$ cat src/rtl/misaligned_access_unit.sv
// ----------------------------------------------------------------------------
// misaligned_access_unit
//
// Sequencing stage between the core load/store path and a 32-bit, byte-lane
// data memory port. One request is latched and checked for legality. A
// halfword or word that crosses a 32-bit boundary is split into two aligned
// word accesses (LO at base, HI at base+4), and the read data is merged and
// sign/zero-extended before a one-cycle completion pulse.
//
// Build option:
//   MISALIGNED_SPLIT_EN  defined   -> boundary-crossing requests are split
//                        undefined -> boundary-crossing requests fault, and
//                                     the HI access path is not built
//
// Ports:
//   clock, reset             clock; asynchronous active-high reset
//   core_valid               request present, held until core_done
//   core_read_enable         load request
//   core_write_enable        store request
//   core_data_format[2:0]    [1:0] 00 byte / 01 half / 10 word, [2] unsigned
//   core_address[31:0]       byte address
//   core_write_data[31:0]    right-aligned store data
//   core_read_data[31:0]     extended load result, valid with core_done
//   core_done                one-cycle completion pulse
//   core_fault               pulses with core_done for a rejected request
//   mem_enable               memory access this cycle
//   mem_write                access is a write
//   mem_byte_enable[3:0]     byte lane enables
//   mem_address[31:0]        word-aligned address
//   mem_write_data[31:0]     lane-positioned store data
//   mem_read_data[31:0]      raw read word, valid the cycle after a read
// ----------------------------------------------------------------------------
module misaligned_access_unit (
    input  logic        clock,
    input  logic        reset,
    input  logic        core_valid,
    input  logic        core_read_enable,
    input  logic        core_write_enable,
    input  logic [2:0]  core_data_format,
    input  logic [31:0] core_address,
    input  logic [31:0] core_write_data,
    output logic [31:0] core_read_data,
    output logic        core_done,
    output logic        core_fault,
    output logic        mem_enable,
    output logic        mem_write,
    output logic [3:0]  mem_byte_enable,
    output logic [31:0] mem_address,
    output logic [31:0] mem_write_data,
    input  logic [31:0] mem_read_data
);

    typedef enum logic [1:0] {ST_IDLE, ST_LO, ST_HI, ST_FIN} state_t;

    state_t      state_reg, state_next;
    logic        write_reg;
    logic [2:0]  fmt_reg;
    logic [31:0] addr_reg;
    logic [31:0] wdata_reg;
    logic        fault_reg;
`ifdef MISALIGNED_SPLIT_EN
    logic        split_reg;
    logic [31:0] lo_word_reg;
`endif

    // Request decode, only consulted while IDLE.
    logic req_illegal;
    logic req_split;
    logic req_fault;

    assign req_illegal = (core_data_format[1:0] == 2'b11) ||
                         (core_read_enable == core_write_enable);
    // off + size > 4: half at offset 3, or word at any non-zero offset.
    assign req_split   = ((core_data_format[1:0] == 2'b01) && (core_address[1:0] == 2'b11)) ||
                         ((core_data_format[1:0] == 2'b10) && (core_address[1:0] != 2'b00));
`ifdef MISALIGNED_SPLIT_EN
    assign req_fault   = req_illegal;
`else
    assign req_fault   = req_illegal || req_split;
`endif

    always_ff @(posedge clock or posedge reset) begin
        if (reset) begin
            state_reg   <= ST_IDLE;
            write_reg   <= 1'b0;
            fmt_reg     <= 3'b000;
            addr_reg    <= 32'h0;
            wdata_reg   <= 32'h0;
            fault_reg   <= 1'b0;
`ifdef MISALIGNED_SPLIT_EN
            split_reg   <= 1'b0;
            lo_word_reg <= 32'h0;
`endif
        end else begin
            state_reg <= state_next;
            if (state_reg == ST_IDLE && core_valid) begin
                write_reg <= core_write_enable;
                fmt_reg   <= core_data_format;
                addr_reg  <= core_address;
                wdata_reg <= core_write_data;
                fault_reg <= req_fault;
`ifdef MISALIGNED_SPLIT_EN
                split_reg <= req_split;
`endif
            end
`ifdef MISALIGNED_SPLIT_EN
            // LO read data arrives while HI is on the bus.
            if (state_reg == ST_HI)
                lo_word_reg <= mem_read_data;
`endif
        end
    end

    always_comb begin
        state_next = state_reg;
        case (state_reg)
            ST_IDLE: if (core_valid) state_next = req_fault ? ST_FIN : ST_LO;
`ifdef MISALIGNED_SPLIT_EN
            ST_LO:   state_next = split_reg ? ST_HI : ST_FIN;
            ST_HI:   state_next = ST_FIN;
`else
            ST_LO:   state_next = ST_FIN;
            ST_HI:   state_next = ST_IDLE;
`endif
            ST_FIN:  state_next = ST_IDLE;
            default: state_next = ST_IDLE;
        endcase
    end

    // Lane positioning from the latched request.
    logic [1:0]  off;
    logic [3:0]  mask4;
    logic [31:0] base_addr;
    logic [3:0]  be_lo;
    logic [31:0] wd_lo;

    assign off       = addr_reg[1:0];
    assign mask4     = (fmt_reg[1:0] == 2'b00) ? 4'h1 :
                       (fmt_reg[1:0] == 2'b01) ? 4'h3 : 4'hF;
    assign base_addr = {addr_reg[31:2], 2'b00};
    assign be_lo     = mask4 << off;
    assign wd_lo     = wdata_reg << {off, 3'b000};

`ifdef MISALIGNED_SPLIT_EN
    // Upper half of the 8-lane window: bytes pushed past lane 3 land in HI.
    logic [3:0]  be_hi;
    logic [31:0] wd_hi;
    assign be_hi = mask4 >> (3'd4 - {1'b0, off});
    assign wd_hi = wdata_reg >> (6'd32 - {1'b0, off, 3'b000});
`endif

    // Read merge: {hi,lo} >> 8*off, built from two 32-bit shifts.
    logic [31:0] lo_word;
    logic [31:0] hi_word;
    logic [31:0] merged;
    logic        sext;
    logic [31:0] load_result;

`ifdef MISALIGNED_SPLIT_EN
    assign lo_word = split_reg ? lo_word_reg : mem_read_data;
    assign hi_word = split_reg ? mem_read_data : 32'h0;
`else
    assign lo_word = mem_read_data;
    assign hi_word = 32'h0;
`endif
    assign merged = (lo_word >> {off, 3'b000}) |
                    (hi_word << (6'd32 - {1'b0, off, 3'b000}));
    assign sext   = ~fmt_reg[2];

    always_comb begin
        case (fmt_reg[1:0])
            2'b00:   load_result = {{24{sext & merged[7]}},  merged[7:0]};
            2'b01:   load_result = {{16{sext & merged[15]}}, merged[15:0]};
            default: load_result = merged;
        endcase
    end

    always_comb begin
        core_read_data  = 32'h0;
        core_done       = 1'b0;
        core_fault      = 1'b0;
        mem_enable      = 1'b0;
        mem_write       = 1'b0;
        mem_byte_enable = 4'h0;
        mem_address     = 32'h0;
        mem_write_data  = 32'h0;
        case (state_reg)
            ST_LO: begin
                mem_enable      = 1'b1;
                mem_write       = write_reg;
                mem_byte_enable = be_lo;
                mem_address     = base_addr;
                mem_write_data  = write_reg ? wd_lo : 32'h0;
            end
`ifdef MISALIGNED_SPLIT_EN
            ST_HI: begin
                mem_enable      = 1'b1;
                mem_write       = write_reg;
                mem_byte_enable = be_hi;
                mem_address     = base_addr + 32'd4;   // wraps modulo 2^32
                mem_write_data  = write_reg ? wd_hi : 32'h0;
            end
`endif
            ST_FIN: begin
                core_done      = 1'b1;
                core_fault     = fault_reg;
                core_read_data = (fault_reg || write_reg) ? 32'h0 : load_result;
            end
            default: ;
        endcase
    end

endmodule
$ cat config.mk
export PLATFORM = sky130hd
export DESIGN_NAME = misaligned_access_unit
export DESIGN_NICKNAME = d
export VERILOG_FILES = /design/src/rtl/misaligned_access_unit.sv
export SDC_FILE = /design/constraint.sdc
export NUM_CORES = 1
export LEC_CHECK = 0
export CORE_MARGIN = 1.5
export CORE_UTILIZATION = 38
export DETAILED_ROUTE_END_ITERATION = 8
export PLACE_DENSITY = 0.88
export SYNTH_ARGS = -nofsm -noshare
export SYNTH_HDL_FRONTEND = slang
export SYNTH_SLANG_ARGS = --single-unit
$ cat constraint.sdc
create_clock -name clock -period 2.4 [get_ports clock]
set_input_delay 0.48 -clock clock [delete_from_list [all_inputs] [get_ports clock]]
set_output_delay 0.48 -clock clock [all_outputs]
set_load 0.01 [all_outputs]
---- Word level (Yosys, flattened, before mapping) ----
Index checks and enable logic that the tools add are counted.
storage, ports and cells
  flip-flop bits (word level) ............. 71
  output and inout port bits .............. 104
cells by class
  add/subtract/negate cells ............... 1
  eq/ne operators ......................... 10
  shifts and indexed selects .............. 4
  mux-type cells .......................... 16
  bitwise logic cells ..................... 4
  reductions and logical operators ........ 11
operator list
  cell                                               count
  two-way mux 32 bit                                 5
  one-hot mux 32 bit (2 select lines)                1
  bitwise OR 32 bit                                  1
  left shift 1 x 6 -> 32 bit (first input constant)  1
  left shift 32 x 5 -> 32 bit                        1
  right shift 32 x 5 -> 32 bit                       1
  two-way mux 4 bit                                  3
  == test 2 bit (second input constant)              5
  == test 2 x 1 -> 1 bit (second input constant)     3
  one-hot mux 2 bit (3 select lines)                 1
  subtractor 6 x 5 -> 6 bit (first input constant)   1
  logical NOT 2 bit                                  2
  logical OR 1 bit                                   4
  two-way mux 1 bit                                  4
  two-way mux 2 bit                                  2
  left shift 4 x 2 -> 4 bit                          1
  logical AND 1 bit                                  3
  AND 1 bit                                          2
  != test 2 bit (second input constant)              1
  nonzero test 2 bit                                 1
  OR reduction 2 bit                                 1
  == test 1 bit                                      1
  NOT 1 bit                                          1

---- Logic depth before layout (Yosys ltp) ----
  depth after elaboration ................. 7
  mapped depth ............................ 6
  mapped depth without buffers ............ 4

---- Worst setup path after synthesis ----
No wires, ideal clock.
  path kind ............................... reg2out
  from .................................... register write_reg
  to ...................................... output core_read_data[16]
  data arrival time ....................... 1.386 ns
  required time ........................... 1.920 ns
  setup slack ............................. 0.534 ns
  cell stages (with the launch flop) ...... 5
  buffers on the path ..................... 1
  cell sequence ........................... dfrtp_1 nand4bb_2 or3b_1 buf_6 o21ai_1
between the ends
  cells in the longest elaborated chain, start to end .. 3
ends and longest elaborated chain
  element                 line  text
  from (decl)             56    logic write_reg;
  from (signal assigned)  97    write_reg <= core_write_enable;
  logical OR 1 bit        207   core_read_data = (fault_reg || write_reg) ? 32'h0 : load_result;
  two-way mux 32 bit      207
  two-way mux 32 bit      187   case (state_reg)
  to (decl)               42    output logic [31:0] core_read_data,
No other way between the ends.

---- Worst setup path after layout ----
  from .................................... register addr_reg[1]
  to ...................................... output core_read_data[14]
between the ends
  cells in the longest elaborated chain, start to end .. 7
ends and longest elaborated chain
  element                                  line  text
  from (decl)                              58    logic [31:0] addr_reg;
  from (signal assigned)                   99    addr_reg <= core_address;
  subtractor 6 x 5 -> 6 bit                167   (hi_word << (6'd32 - {1'b0, off, 3'b000}));
  left shift 1 x 6 -> 32 bit               167
  bitwise OR 32 bit (*)                    166   assign merged = (lo_word >> {off, 3'b000}) |
  AND 1 bit                                172   2'b00: load_result = {{24{sext & merged[7]}}, merged[7:0]};
  one-hot mux 32 bit (2 select lines) (*)  171   case (fmt_reg[1:0])
  two-way mux 32 bit (*)                   207
  two-way mux 32 bit (*)                   187
Mark *: on every way between the ends. The rest lies on a longest branch, timed or not.

==> impl.org <==
** Outcome
- Outcome :: finished, violations left
- The checks that failed: setup timing.

** Drt
- Summed over all layers, the routed wires come to 14210 um.
- Routed wire length per instance :: 17.68 um
- For this run, design rule violations remaining after detail routing come to 0.
- The count of nets left with antenna violations once routing finished came out at 0.
- The first TritonRoute pass finished after 4 iterations.
- For this block, the initial DRC count from the detailed router was a little under 300.
- Vias after detailed routing :: 4227
- Using the TritonRoute via totals, the vias-per-cell ratio works out to approximately 5.3.

** Floorplanning
- Standard-cell row count :: 39
- 208 I/O pins were placed.
- The floorplan step set the die height to 110.3 um.
- The die covers 0.01217 mm2.
- Initial Utilization :: a little under 40%
- Die X-Extent :: about 110 um
- Floorplan core area :: 0.01132 mm2

** Synthesis
- Synth async-reset ratio :: 100.0%
- Avg Cell Area, Syn :: 10.57 um2
- Total number of yosys warnings :: 0
- Post-synthesis sequential element count :: 71
- The synthesized netlist contains 40 unique library cells.
- Sequential-to-total area share from yosys stat :: 40.58%
- Mapped Area :: 0.004378 mm2
- Yosys mapped a number of flops with a built-in enable equal to 0.
- Gate count of the mapped netlist :: 414
- Among all flip-flop cells after synthesis, the most frequent one is dfrtp_1.

** Clocking
- Clock tree from TritonCTS :: done
- CTS H-Tree Depth :: 3
- Number of buffers inserted during clock tree synthesis :: 9
- CTS max path bufs :: 2
- Clock tree root driver cell :: clkbuf_16
- Register clock-pin slew on the reported worst setup and hold paths :: around 0.060 ns
- The tree built by TritonCTS fans out to 71 sinks.
- Buffers inserted to repair hold after CTS numbered 0.
- For the worst-skew pair, the clock arrives at the later sink with an insertion delay of around 0.33 ns.

** Placement
- During placement, the flow inserted port buffers numbering 205.
- At the placement stage, the worst setup path has a slack of -0.4058 ns.
- Number of placed cells counting well taps :: a little under 800
- Routability-driven placement finished with a final weighted congestion of ~0.86.
- Placed wire-length estimate :: 10130 um

** GRT
- Via count of the first global-routing pass :: 4337
- Global routing consumed, over all layers together, between 20% and 30% of the routing resources.
- The first global-routing pass estimated 20780 um of wire.
- The number of antenna violations at the first check in global routing came to 0.
- Pin count of the biggest net entering global routing :: 41
- Overflow after GRT :: 0

** Timing
- For this run, the top clock speed supported by timing is 0.4062 GHz.
- Tightest slew margin relative to the limit :: 58.85%
- Tightest Pin Transition :: 0.6163 ns
- The number of hold violations in the final report is 0.
- Max-slew violation count :: 0
- Fraction of the cycle the final worst path needs :: 102.6%
- Subtracting the final worst setup slack from the clock period gives 2.462 ns.
- Setup repair after global routing could not meet its margin everywhere.
- Setup ws final :: -0.06209 ns
- Final-report setup violation count :: 21
- Setup Skew :: 0.01031 ns
- Hold WS :: approximately 0.48 ns

** Layout
- Area added between synthesis and finish :: 66.85%
- The repair_antennas step left the layout with diodes totalling 0.
- Most common cell after layout, fill and taps aside :: clkdlybuf4s50_1
- Net count, final :: 760
- Ratio of cells with drive above 1 in the final layout :: 34.64%
- The count of cells in the finished layout, fillers not included, comes to 804.
- Fill cells in the final layout number 863.
- Area taken by multi-input logic gates :: 0.002567 mm2
- Leaving out fill and tap cells, the most frequent cells in the layout are clkdlybuf4s50_1, dfrtp_1, mux2_2.
- Area occupied by registers :: 0.001779 mm2

** Worst setup path
- For the worst setup path, the data required time is 1.92 ns.
- Critical Path, Cell by Cell :: buf_4 > mux4_2 > nand2b_1 > a21o_4 > buf_4 > nor2_2 > buf_2
- The critical path contains buffers and inverters numbering 3 combined.
- By instance count, the cell type seen most on the critical path is buf_4.
- Data arrives at the worst endpoint at 1.98 ns.
- For this design, the slowest cell found on the critical path is mux4_2.
- Of all nets on the critical path, the largest fanout is 6.
- CP peak stage delay :: 0.50 ns
- The kind of cell with the highest combined delay along the critical path is multiplexers.
- Startpoint type of the worst setup path :: flop
- CP endpoint kind :: primary output
- By startpoint and endpoint, the worst setup path is classified as flop to primary output.

** Power
- Largest vdd supply drop :: 0.6000 mV
- Summed over all cells, the static leakage comes to 0.003407 uW.
- Pwr per Cell Area :: 1144 mW/mm2
- Overall power after layout :: 8357 uW

** Min path
- The worst hold path belongs to the class flop to flop.

** Job
- Maximum Capacitance Violations :: 0
==> metrics by stage <==
step	util [%]	TNS, ns	area (um2)
finish	64.52	-0.5361	7305
global route	64.52	-2.442	7305
CTS	63.24	-0.9590	7159
detailed placement	60.10	-8.879	6804
global placement	60.10	-7.429	6804
floorplan	-	0	4382
==> final cells by class <==
cell class / count / share of cell area, %
Inverter: 4 / 0.2055
Clock buffer: 11 / 3.186
Sequential cell: 71 / 24.36
Timing Repair Buffer: 266 / 33.50
Multi-Input combinational cell: 304 / 35.15
Clock inverter: 5 / 1.148
Tap cell: 143 / 2.449
==> what timing repair did <==
item,4_1_cts,5_1_grt
gates cloned,1,1
endpoints found under the setup margin,98,41
buffers inserted,12,5
gates resized for setup,225,48
endpoints found under the hold margin,0,0
pin swaps,3,6
==> path summary, 6_finish.rpt <==
kind | startpoint | end | slack (ns) | cells past startpoint
setup / recovery | addr_reg[1] | core_read_data[14] | -0.06 | 7
hold / removal | addr_reg[21] | addr_reg[21] | 0.48 | 1
setup reg to reg | state_reg[0] | addr_reg[9] | 0.63 | 4
hold reg to reg | addr_reg[21] | addr_reg[21] | 0.48 | 1
max in group asynchronous | reset | wdata_reg[9] | 1.24 | 3
min in group asynchronous | reset | addr_reg[30] | 0.56 | 2
==> worst register-to-register path, stage by stage (launching register included) <==
cell and delay (ns):
dfrtp_1 0.42, buf_4 0.19, nor3b_4 0.25, buf_4 0.39, mux2_2 0.41
==> cells by family after synthesis <==
logic type / count (synthesis) / share of synthesized area, %
and+or+nand+nor: 127 / 16.46
muxes: 103 / 25.86
AOI/OAI and AO/OA: 71 / 11.52
DFF: 71 / 40.58
buffers and inverters: 40 / 5.287
xor gates and xnor gates: 1 / 0.2001
other: 1 / 0.08566
==> cell usage after synthesis, drive strengths merged (2+ instances only) <==
master / n / share of area (%)
a211oi: 38 / 6.5
a21oi: 11 / 1.3
and2: 39 / 5.6
and2b: 7 / 1.2
buf: 26 / 4.1
clkbuf: 10 / 0.86
dfrtp: 71 / 41
inv: 4 / 0.34
mux2: 68 / 17
mux2i: 34 / 7.8
nand2: 9 / 0.77
nand2b: 2 / 0.29
nand3b: 2 / 0.63
nor2: 47 / 4.2
nor2b: 10 / 1.4
nor3: 5 / 0.57
nor3b: 2 / 0.86
o211ai: 2 / 0.46
o21ai: 17 / 2.7
==> power by group <==
part | internal, uW | switching (uW) | leakage, uW
registers | 1820 | 495 | 0.000833
logic | 2520 | 2120 | 0.00243
clock network | 912 | 492 | 0.000146
==> per-layer routing <==
metal  wire length [um]  global-route usage, %
met3               1128                  5.644
met1               5164                  23.43
met2               7504                  41.45
met4                415                  11.63
met5                  0                      0
No activity file was read; power rests on OpenSTA's default activity.
